`src/rtl/fifo_wr_arbiter.sv`:
```
`default_nettype none
// ============================================================================
//  Module      : fifo_wr_arbiter
//  Description : Round-robin, burst-limited arbiter sharing one synchronous
//                FIFO write port between NUM_REQ producers.
//  Revision    : 1.0 - initial release
// ============================================================================
module fifo_wr_arbiter #(
   parameter int NUM_REQ    = 4,
   parameter int DATA_WIDTH = 16,
   parameter int MAX_BURST  = 4
) (
   input  logic                          clk,
   input  logic                          rst,
   input  logic [NUM_REQ-1:0]            req,
   input  logic [NUM_REQ*DATA_WIDTH-1:0] data,
   input  logic                          full,
   output logic [NUM_REQ-1:0]            gnt,
   output logic                          fifo_wr_en,
   output logic [DATA_WIDTH-1:0]         fifo_data,
   output logic [$clog2(NUM_REQ)-1:0]    owner,
   output logic [3:0]                    burst_cnt
);

   localparam int                 c_idx_w     = $clog2(NUM_REQ);
   localparam logic [3:0]         c_max_burst = 4'(MAX_BURST);
   localparam logic [c_idx_w-1:0] c_last      = c_idx_w'(NUM_REQ - 1);
   localparam logic [c_idx_w:0]   c_num_req   = (c_idx_w + 1)'(NUM_REQ);

   logic [c_idx_w-1:0] r_owner;
   logic [3:0]         r_burst;
   logic               w_keep;
   logic               w_win_vld;
   logic [c_idx_w-1:0] w_win;
   logic [c_idx_w:0]   w_sum;
   logic [c_idx_w-1:0] w_cand;

   // Owner keeps the port only while its burst is open and not yet at the limit.
   assign w_keep = req[r_owner] && (r_burst != 4'd0) && (r_burst < c_max_burst);

   // Round-robin scan starts after the owner and visits the owner last, so an
   // exhausted owner regains the port only when nobody else is asking.
   always_comb begin
      w_win_vld = 1'b0;
      w_win     = '0;
      w_sum     = '0;
      w_cand    = '0;
      if (!rst && !full) begin
         if (w_keep) begin
            w_win_vld = 1'b1;
            w_win     = r_owner;
         end else begin
            for (int i = 1; i <= NUM_REQ; i++) begin
               w_sum = {1'b0, r_owner} + (c_idx_w + 1)'(i);
               if (w_sum >= c_num_req) begin
                  w_sum = w_sum - c_num_req;
               end
               w_cand = w_sum[c_idx_w-1:0];
               if (!w_win_vld && req[w_cand]) begin
                  w_win_vld = 1'b1;
                  w_win     = w_cand;
               end
            end
         end
      end
   end

   always_comb begin
      gnt = '0;
      if (w_win_vld) begin
         gnt[w_win] = 1'b1;
      end
   end

   always_comb begin
      fifo_data = '0;
      for (int i = 0; i < NUM_REQ; i++) begin
         if (gnt[i]) begin
            fifo_data = data[i*DATA_WIDTH +: DATA_WIDTH];
         end
      end
   end

   assign fifo_wr_en = w_win_vld;

   // A full stall freezes the burst; an idle cycle (no requests) closes it.
   always_ff @(posedge clk) begin
      if (rst) begin
         r_owner <= c_last;
         r_burst <= 4'd0;
      end else if (w_win_vld) begin
         if (w_win == r_owner) begin
            r_burst <= (r_burst < c_max_burst) ? r_burst + 4'd1 : 4'd1;
         end else begin
            r_owner <= w_win;
            r_burst <= 4'd1;
         end
      end else if (!full) begin
         r_burst <= 4'd0;
      end
   end

   assign owner     = r_owner;
   assign burst_cnt = r_burst;

endmodule
`default_nettype wire

```
`config.mk`:
```
export PLATFORM = sky130hd
export DESIGN_NAME = fifo_wr_arbiter
export DESIGN_NICKNAME = d
export VERILOG_FILES = /design/src/rtl/fifo_wr_arbiter.sv
export SDC_FILE = /design/constraint.sdc
export NUM_CORES = 1
export LEC_CHECK = 0
export BUFFER_PORTS_ARGS = -buffer_cell sky130_fd_sc_hd__buf_4
export CAP_MARGIN = 20
export CORE_ASPECT_RATIO = 1.25
export CORE_UTILIZATION = 25
export CTS_BUF_LIST = sky130_fd_sc_hd__clkbuf_4 sky130_fd_sc_hd__clkbuf_8
export DETAILED_ROUTE_END_ITERATION = 7
export MAX_ROUTING_LAYER = met4
export PLACE_DENSITY_LB_ADDON = 0.08
export SLEW_MARGIN = 40
export SYNTH_ARGS = -nofsm -noshare
export SYNTH_HDL_FRONTEND = slang
export SYNTH_SLANG_ARGS = --single-unit
export TNS_END_PERCENT = 100
```
`constraint.sdc`:
```
create_clock -name clk -period 2.4 [get_ports clk]
set_input_delay 0.36 -clock clk [delete_from_list [all_inputs] [get_ports clk]]
set_output_delay 0.36 -clock clk [all_outputs]
set_load 0.01 [all_outputs]
```
### Word level (Yosys, flattened, before mapping)

Index checks and enable logic that the tools add are counted.

* register bits: 6
* bits of input ports: 71
* output and inout bits: 27
* logic and storage cells: 91

* add/subtract/negate cells: 9
* $lt $le $gt $ge: 12
* equality and inequality tests: 2
* mux-type cells: 51
* bitwise gates (word level): 1
* reductions and logical operators: 14

Operators with widths (number)
* $mux W16: 4
* $mux W2: 18
* $mux W4: 5
* $lt A2 B3 Y1 const B: 6
* $mux W1: 18
* $ge A3 B3 Y1 const B: 4
* $bmux W1 S2: 5
* $sub A2 B1 Y2 const B: 4
* $logic_and A1 B1 Y1: 7
* $add A2 B2 Y3 const B: 2
* $logic_not A1 Y1: 5
* $add A4 B1 Y4 const B: 1
* $lt A4 B3 Y1 const B: 1
* $reduce_bool A4 Y1: 1
* $add A2 B1 Y3 const B: 1
* $add A2 B3 Y3 const B: 1
* $demux W1 S2: 1
* $eq A2 B2 Y1: 1
* $ge A2 B1 Y1 const B: 1
* $ne A2 B1 Y1 const B: 1
* $reduce_and A2 Y1: 1
* $not A1 Y1: 1

### Longest topological paths before layout

Gate-level depths: netlist (run 1).

* depth after elaboration: 35
* depth in mapped cells: 9
* mapped depth without buffers: 7

### Worst setup path before layout (run 1)

Ideal clock, no wire load.

* path type: register -> output
* from: register r_owner[0], in the netlist owner[0]
* to: output port fifo_data[10]
* arrival time: 2234 ps
* data required time: 2040 ps
* slack: -194 ps
* stages on the path, launching flop included: 8
* path buffers: 1
* cell sequence: dfxtp_1 > mux2_2 > or4_4 > a31oi_2 > nor2_1 > or4_4 > buf_6 > o22ai_1

* cells in the longest elaborated chain, start to end: 34
* elaborated cells on any way between the ends: 70
* classes of those cells: add/sub: 8; order compare: 6; mux: 47; reduce/logical: 9

RTL lines
* from (decl): line 30 `logic [c_idx_w-1:0] r_owner;`
* from (signal assigned): line 89 `r_owner <= c_last;`
* from (signal assigned): line 95 `r_owner <= w_win;`
* $add A2 B1 Y3: line 54 `w_sum = {1'b0, r_owner} + (c_idx_w + 1)'(i);`
* $ge A3 B3 Y1 / $sub A2 B1 Y2 (equally long branches): line 55, 56
* $mux W2: line 55 `if (w_sum >= c_num_req) begin`
* $mux W2: line 49 `if (w_keep) begin`
* $mux W2: line 48 `if (!rst && !full) begin`
* $bmux W1 S2: line 59 `if (!w_win_vld && req[w_cand]) begin`
* $mux W1 (implied by the code): line 59
* $mux W1: line 59
* [... 16 more ...]
* $mux W2: line 48
* $lt A2 B3 Y1 (implied by the code) / $ge A2 B1 Y1 (equally long branches): line 71 `gnt[w_win] = 1'b1;`
* $logic_and A1 B1 Y1 (implied by the code): line 71
* $mux W1 (implied by the code): line 71
* $demux W1 S2: line 71
* $mux W4 *: line 70 `if (w_win_vld) begin`
* $mux W16 (3 in series): line 78 `if (gnt[i]) begin`
* $mux W16 *: line 78
* to (decl): line 20 `output logic [DATA_WIDTH-1:0] fifo_data,`

Every way passes the cells marked *; elsewhere a longest branch is shown, timed or not. The select of a mux whose other input is x is not followed.

### Final worst setup path (run 1)

* from: register r_owner[0], in the netlist owner[0]
* to: output port fifo_data[5]

The elaborated chain is that of the path after synthesis.

==> results.yml, run 1 <==
status:
  outcome: "finished with violations"
  violations: "negative setup slack"
clock_tree:
  clock_tree.htree_level_count: 1
  insertion_delay_ns: 0.23
  cts-root-buf: "clkbuf_8"
  clockBufferDepth: 2
  clock_sinks: 6
  cts_tree: "built"
  cts-buffers-inserted: 3
  clk_pin_slew_ns: 0.04
layout:
  final_common_cell: "buf_4"
  synthToLayoutAreaGrowth_pct: 152.3
  seq_area_um2: 123.9
  fin_cells: 320
  layout_common_cells: "buf_4, mux2i_1, mux2i_2"
  n_antenna_cell: 0
  drive_gt1_share_pct: 75.76
  nNetsFinal: 338
  fin_util_pct: 66.09
  multiInputGateArea_um2: 1206
  nFillCells: 338
  fin_area_um2: 2709
min_path:
  worstHoldStart: "rst"
  holdCritPathClass: "in2reg"
logic_synthesis:
  synth_ff_type: "dfxtp_1"
  yosys_warnings: 0
  netlist_top_cells_area: "mux2i_1, dfxtp_1, o22ai_1, a21oi_1, nor2_1"
  netlist_area_um2: 1074
  syn_nets: 203
  synth_top_cell_by_area: "mux2i_1"
  ys_types: 37
  synth_edf_count: 0
  synth_seq_area_share_pct: 11.19
  syn_avg_cell_area_um2: 8.258
  ys_seq_elements: 6
  yosys.area.top_type_share_pct: 29.84
  async_flop_share_pct: 0
  syn_inst: 130
timing:
  worst_slew_margin_rel_pct: 62.22
  rsz0062_at_grt: "yes"
  setup_ws_ns: -0.5820
  max_freq_mhz: 335.3
  fin_tns_setup_ns: -10.99
  slew_violations: 0
  hold_violations: 0
  period_needed_ns: 2.982
  worst_pin_slew_ns: 0.5624
  period_share_pct: 124.2
  setup_viol: 20
  whs_ns: 0.3689
  skew_ns: 0.002730
floorplan:
  die_area_um2: 4562
  coreArea_um2: 4099
  initial_core_util_pct: 26.19
  fp.dieH_um: 75.27
  io-pin-count: 98
  dieWidth_um: 60.61
  rows: 26
placed_design:
  port_buffers: 97
  gp_congestion: 0.8448
  dp.cells: 300
  dp_hpwl_mm: 3.319
  post-place-ws_ns: -0.3958
  post_dp_cell_area_um2: 2225
drt:
  ant_nets: 0
  routed_wl_mm: 4.674
  drt-wirelength-per-cell_um: 14.61
  first_pass_iters: 4
  route.detailed.drc: 0
  drt_iter0_drc: 53
  via_per_inst: 4.925
  route.vias.total: 1576
grt:
  grt_pass1_wl_mm: 6.375
  grt_use_met2_pct: 35.29
  busiest_layer: "met2"
  use_met1_pct: 20.08
  grt.met3_usage_pct: 3.093
  grtUsageTotal_pct: 18.68
  antenna_found_initial: 0
  grt_start_max_net_pins: 22
  grt_pass1_vias: 1465
  gr-total-overflow: 0
worst_setup_path:
  crit_type: "reg2out"
  crit_required_ns: 2.04
  cp_max_fo: 5
  cp.arrival_ns: 2.62
  startpoint: "owner[0]"
  start_kind: "flop"
  cp-end-kind: "output port"
  rr_startpoint: "owner[0]"
pwr:
  p_leak_nw: 1.264
  peakVddDrop_mv: 0.2612
  pwr_density_cell_nw_per_um2: 473.7
  finalPower_mw: 1.283
flow_run:
  cap_violations: 0
[final cells by class]
| class | count | share of cell area [%] |
|---|---|---|
| Timing Repair Buffer | 140 | 45.96 |
| Multi-Input combinational cell | 110 | 44.53 |
| Sequential cell | 6 | 4.573 |
| Tap cell | 56 | 2.587 |
| Clock buffer | 4 | 1.801 |
| Inverter | 4 | 0.5543 |
[timing repair]
action	4_1_cts	5_1_grt
setup endpoints to repair	20	21
resized for setup	10	33
pin swaps	1	13
hold buffers	0	0
setup buffers	4	5
gates cloned	2	5
[registers in the layout (all words and copies together) (netlist names)]
signal     flops
burst_cnt      4
owner          2
[synthesized netlist by cell type (2+ instances only)]
library cell and count:
inv_1 4, a32o_1 2, nand2_1 5, nor3_1 3
o21ai_1 3, buf_6 3, a32oi_1 2, mux2_2 2
buf_2 3, or4_4 2, ha_1 2, a21oi_1 8
o22ai_1 16, mux2i_1 32, buf_8 2, dfxtp_1 6
nor2_1 9, nor2b_1 5, nand2b_1 3
[worst max-delay path, stage by stage, from the launching register on]
cell	delay, ns
dfxtp_4	0.36
mux2_4	0.29
or4_4	0.46
a31o_4	0.26
a32oi_4	0.20
buf_4	0.18
clkbuf_16	0.16
mux2i_2	0.23
o22ai_2	0.10
buf_4	0.15
[cell families after synthesis]
kind of cell	count (synthesis)	synth area share, %
AND/OR/NAND/NOR	33	16.55
buffers and inverters	14	9.789
multiplexers	36	35.43
flip-flops	6	11.19
adder cells (fa/ha/maj)	2	2.331
AO/OA/AOI/OAI	39	24.71
[where the power goes]
| part | switching, mW | leakage [nW] | internal, mW |
|---|---|---|---|
| combinational | 0.406 | 1.19 | 0.589 |
| clock | 0.0495 | 0.0262 | 0.126 |
| sequential | 0.00497 | 0.0494 | 0.107 |
| total | 0.461 | 1.26 | 0.822 |
[path summary, 6_finish.rpt]
check                      end  slack [ns]  cells after the start
setup reg to reg      owner[1]        0.15                      9
hold / removal    burst_cnt[0]        0.37                      2
setup / recovery  fifo_data[5]       -0.58                      9
hold reg to reg   burst_cnt[3]        0.57                      2
[metal layers]
layer / wire (um) / part of all wire (%)
met1: 1730 / 37
met2: 2654 / 57
met3: 244 / 5.2
met4: 45 / 0.96
met5: 0 / 0
(Power assumes the default switching activity.)
==> run 2: changes to the inputs <==
--- a/config.mk
+++ b/config.mk
@@ -13,6 +13,7 @@
 export DETAILED_ROUTE_END_ITERATION = 7
 export MAX_ROUTING_LAYER = met4
 export PLACE_DENSITY_LB_ADDON = 0.08
+export SETUP_SLACK_MARGIN = 0.1
 export SLEW_MARGIN = 40
 export SYNTH_ARGS = -nofsm -noshare
 export SYNTH_HDL_FRONTEND = slang
==> run 2 against run 1 <==
  * The run still ends with negative setup slack left
  * Utilization fell by 0.092 points
  * Fmax down 0.27%
  * Critical path depth unchanged
  * Clock skew is essentially flat
  * Sequential share of layout area barely moved
  * Critical path type unchanged
  * Largest cell class unchanged
  * Largest power group unchanged
==> results.yml, run 2 (synthesis results as in run 1) <==
status:
  outcome: "finished with violations"
  violations: "negative setup slack"
timing:
  fin_tns_setup_ns: -11.10
  hold_violations: 0
  worst_pin_slew_ns: 0.5642
  rsz0062_at_grt: "yes"
  period_share_pct: 124.6
  slew_violations: 0
  whs_ns: 0.3695
  setup_ws_ns: -0.5899
  setup_viol: 20
  max_freq_mhz: 334.5
  worst_slew_margin_rel_pct: 62.10
  skew_ns: 0.002535
  period_needed_ns: 2.990
pwr:
  clockPowerShare_pct: 13.7
  peakVddDrop_mv: 0.2617
  finalPower_mw: 1.280
  p_sw_mw: 0.4601
  power.internal_mw: 0.8199
  combPwrFrac_pct: 77.5
  p_seq_share_pct: 8.8
  p_leak_nw: 1.261
  swShare_pct: 35.94
  pwr_density_cell_nw_per_um2: 473.2
worst_setup_path:
  cp_max_fo: 6
  crit_required_ns: 2.04
  startpoint: "owner[0]"
  start_kind: "flop"
  crit_type: "reg2out"
  rr_startpoint: "owner[0]"
  cp-end-kind: "output port"
  cp.arrival_ns: 2.63
clock_tree:
  clock_sinks: 6
  insertion_delay_ns: 0.23
  cts-buffers-inserted: 3
  clk_pin_slew_ns: 0.04
  cts-root-buf: "clkbuf_8"
  cts_tree: "built"
  clock_tree.htree_level_count: 1
  clockBufferDepth: 2
  cts_hold_buf: 0
floorplan:
  io-pin-count: 98
  fp.dieH_um: 75.27
  rows: 26
  initial_core_util_pct: 26.19
  coreArea_um2: 4099
  die_area_um2: 4562
  dieWidth_um: 60.61
placed_design:
  gp_congestion: 0.8448
  port_buffers: 97
  post_dp_cell_area_um2: 2225
  dp_hpwl_mm: 3.319
drt:
  wl_met2_mm: 2.642
  route.vias.total: 1577
  route.detailed.drc: 0
  via_per_inst: 4.944
  topRoutingLayerUsed: "met4"
  routed_wl_mm: 4.666
  drt_iter0_drc: 58
  wl_met3_um: 247
  drt-met1-wl_mm: 1.730
  drt-wirelength-per-cell_um: 14.63
  first_pass_iters: 4
  ant_nets: 0
layout:
  drive_gt1_share_pct: 75.67
  layout_common_cells: "buf_4, mux2i_1, mux2i_2"
  synthToLayoutAreaGrowth_pct: 152.0
  final_common_cell: "buf_4"
  n_antenna_cell: 0
  nNetsFinal: 337
  multiInputGateArea_um2: 1206
  nFillCells: 340
  seq_area_um2: 123.9
  largest_reg_flops: 4
  fin_area_um2: 2705
grt:
  antenna_found_initial: 0
  gr-total-overflow: 0
  grtUsageTotal_pct: 18.68
  grt_pass1_wl_mm: 6.375
  grt_start_max_net_pins: 22
  grt_pass1_vias: 1465
min_path:
  worstHoldStart: "rst"
  holdCritPathClass: "in2reg"
flow_run:
  cap_violations: 0
[run 2: cell count changes in the layout (fill, tap and decap cells not counted)]
cell,before,now
buf_6,9,10
buf_4,121,119
[run 2: per-layer routing]
metal	vias up	track usage [%]
li1	767	-
met1	737	20.08
met2	66	35.29
met3	7	3.093
met4	0	3.788
met5	-	-
[run 2: power groups by stage]
stage          Sequential (mW)  Combinational [mW]  Clock, mW
2_1_floorplan            0.117               0.445          0
3_3_place_gp             0.114               0.708          0
3_5_place_dp             0.114               0.725          0
4_1_cts                  0.112               0.828      0.180
5_1_grt                  0.113                1.05      0.186
6_report                 0.112               0.992      0.175
[run 2: repair_timing]
item | 4_1_cts | 5_1_grt
setup buffers | 4 | 5
setup endpoints to repair | 20 | 23
gates cloned | 2 | 5
resized for setup | 10 | 34
pin swaps | 2 | 13
[run 2: area by class of cell]
type / count / area share (%)
timing repair buffer: 139 / 45.88
sequential: 6 / 4.579
inverter: 4 / 0.5550
tap: 56 / 2.590
multi-input combinational: 110 / 44.59
clock buffer: 4 / 1.804
[run 2: critical path: stages, from the launching register on]
cell and delay (ns):
dfxtp_4 0.35, mux2_4 0.29, or4_4 0.47, a31o_4 0.26, a32oi_4 0.20, buf_6 0.20, buf_16 0.14, mux2i_1 0.23
o22ai_2 0.10, buf_4 0.15
[run 2: final timing paths]
| path | to | slack [ns] | depth (start not counted) |
|---|---|---|---|
| worst max-delay path | fifo_data[12] | -0.59 | 9 |
| worst min-delay path | burst_cnt[0] | 0.37 | 2 |
| worst max register to register | owner[1] | 0.14 | 9 |
| worst min register to register | burst_cnt[3] | 0.57 | 2 |
[run 2: through the flow]
step	util [%]	setup WS, ns	instances
global route	66.00	-0.6840	319
CTS	58.64	-0.5427	310
floorplan	-	-0.08541	130
global placement	54.27	-0.3408	300
detailed placement	54.27	-0.3958	300
finish	66.00	-0.5899	319
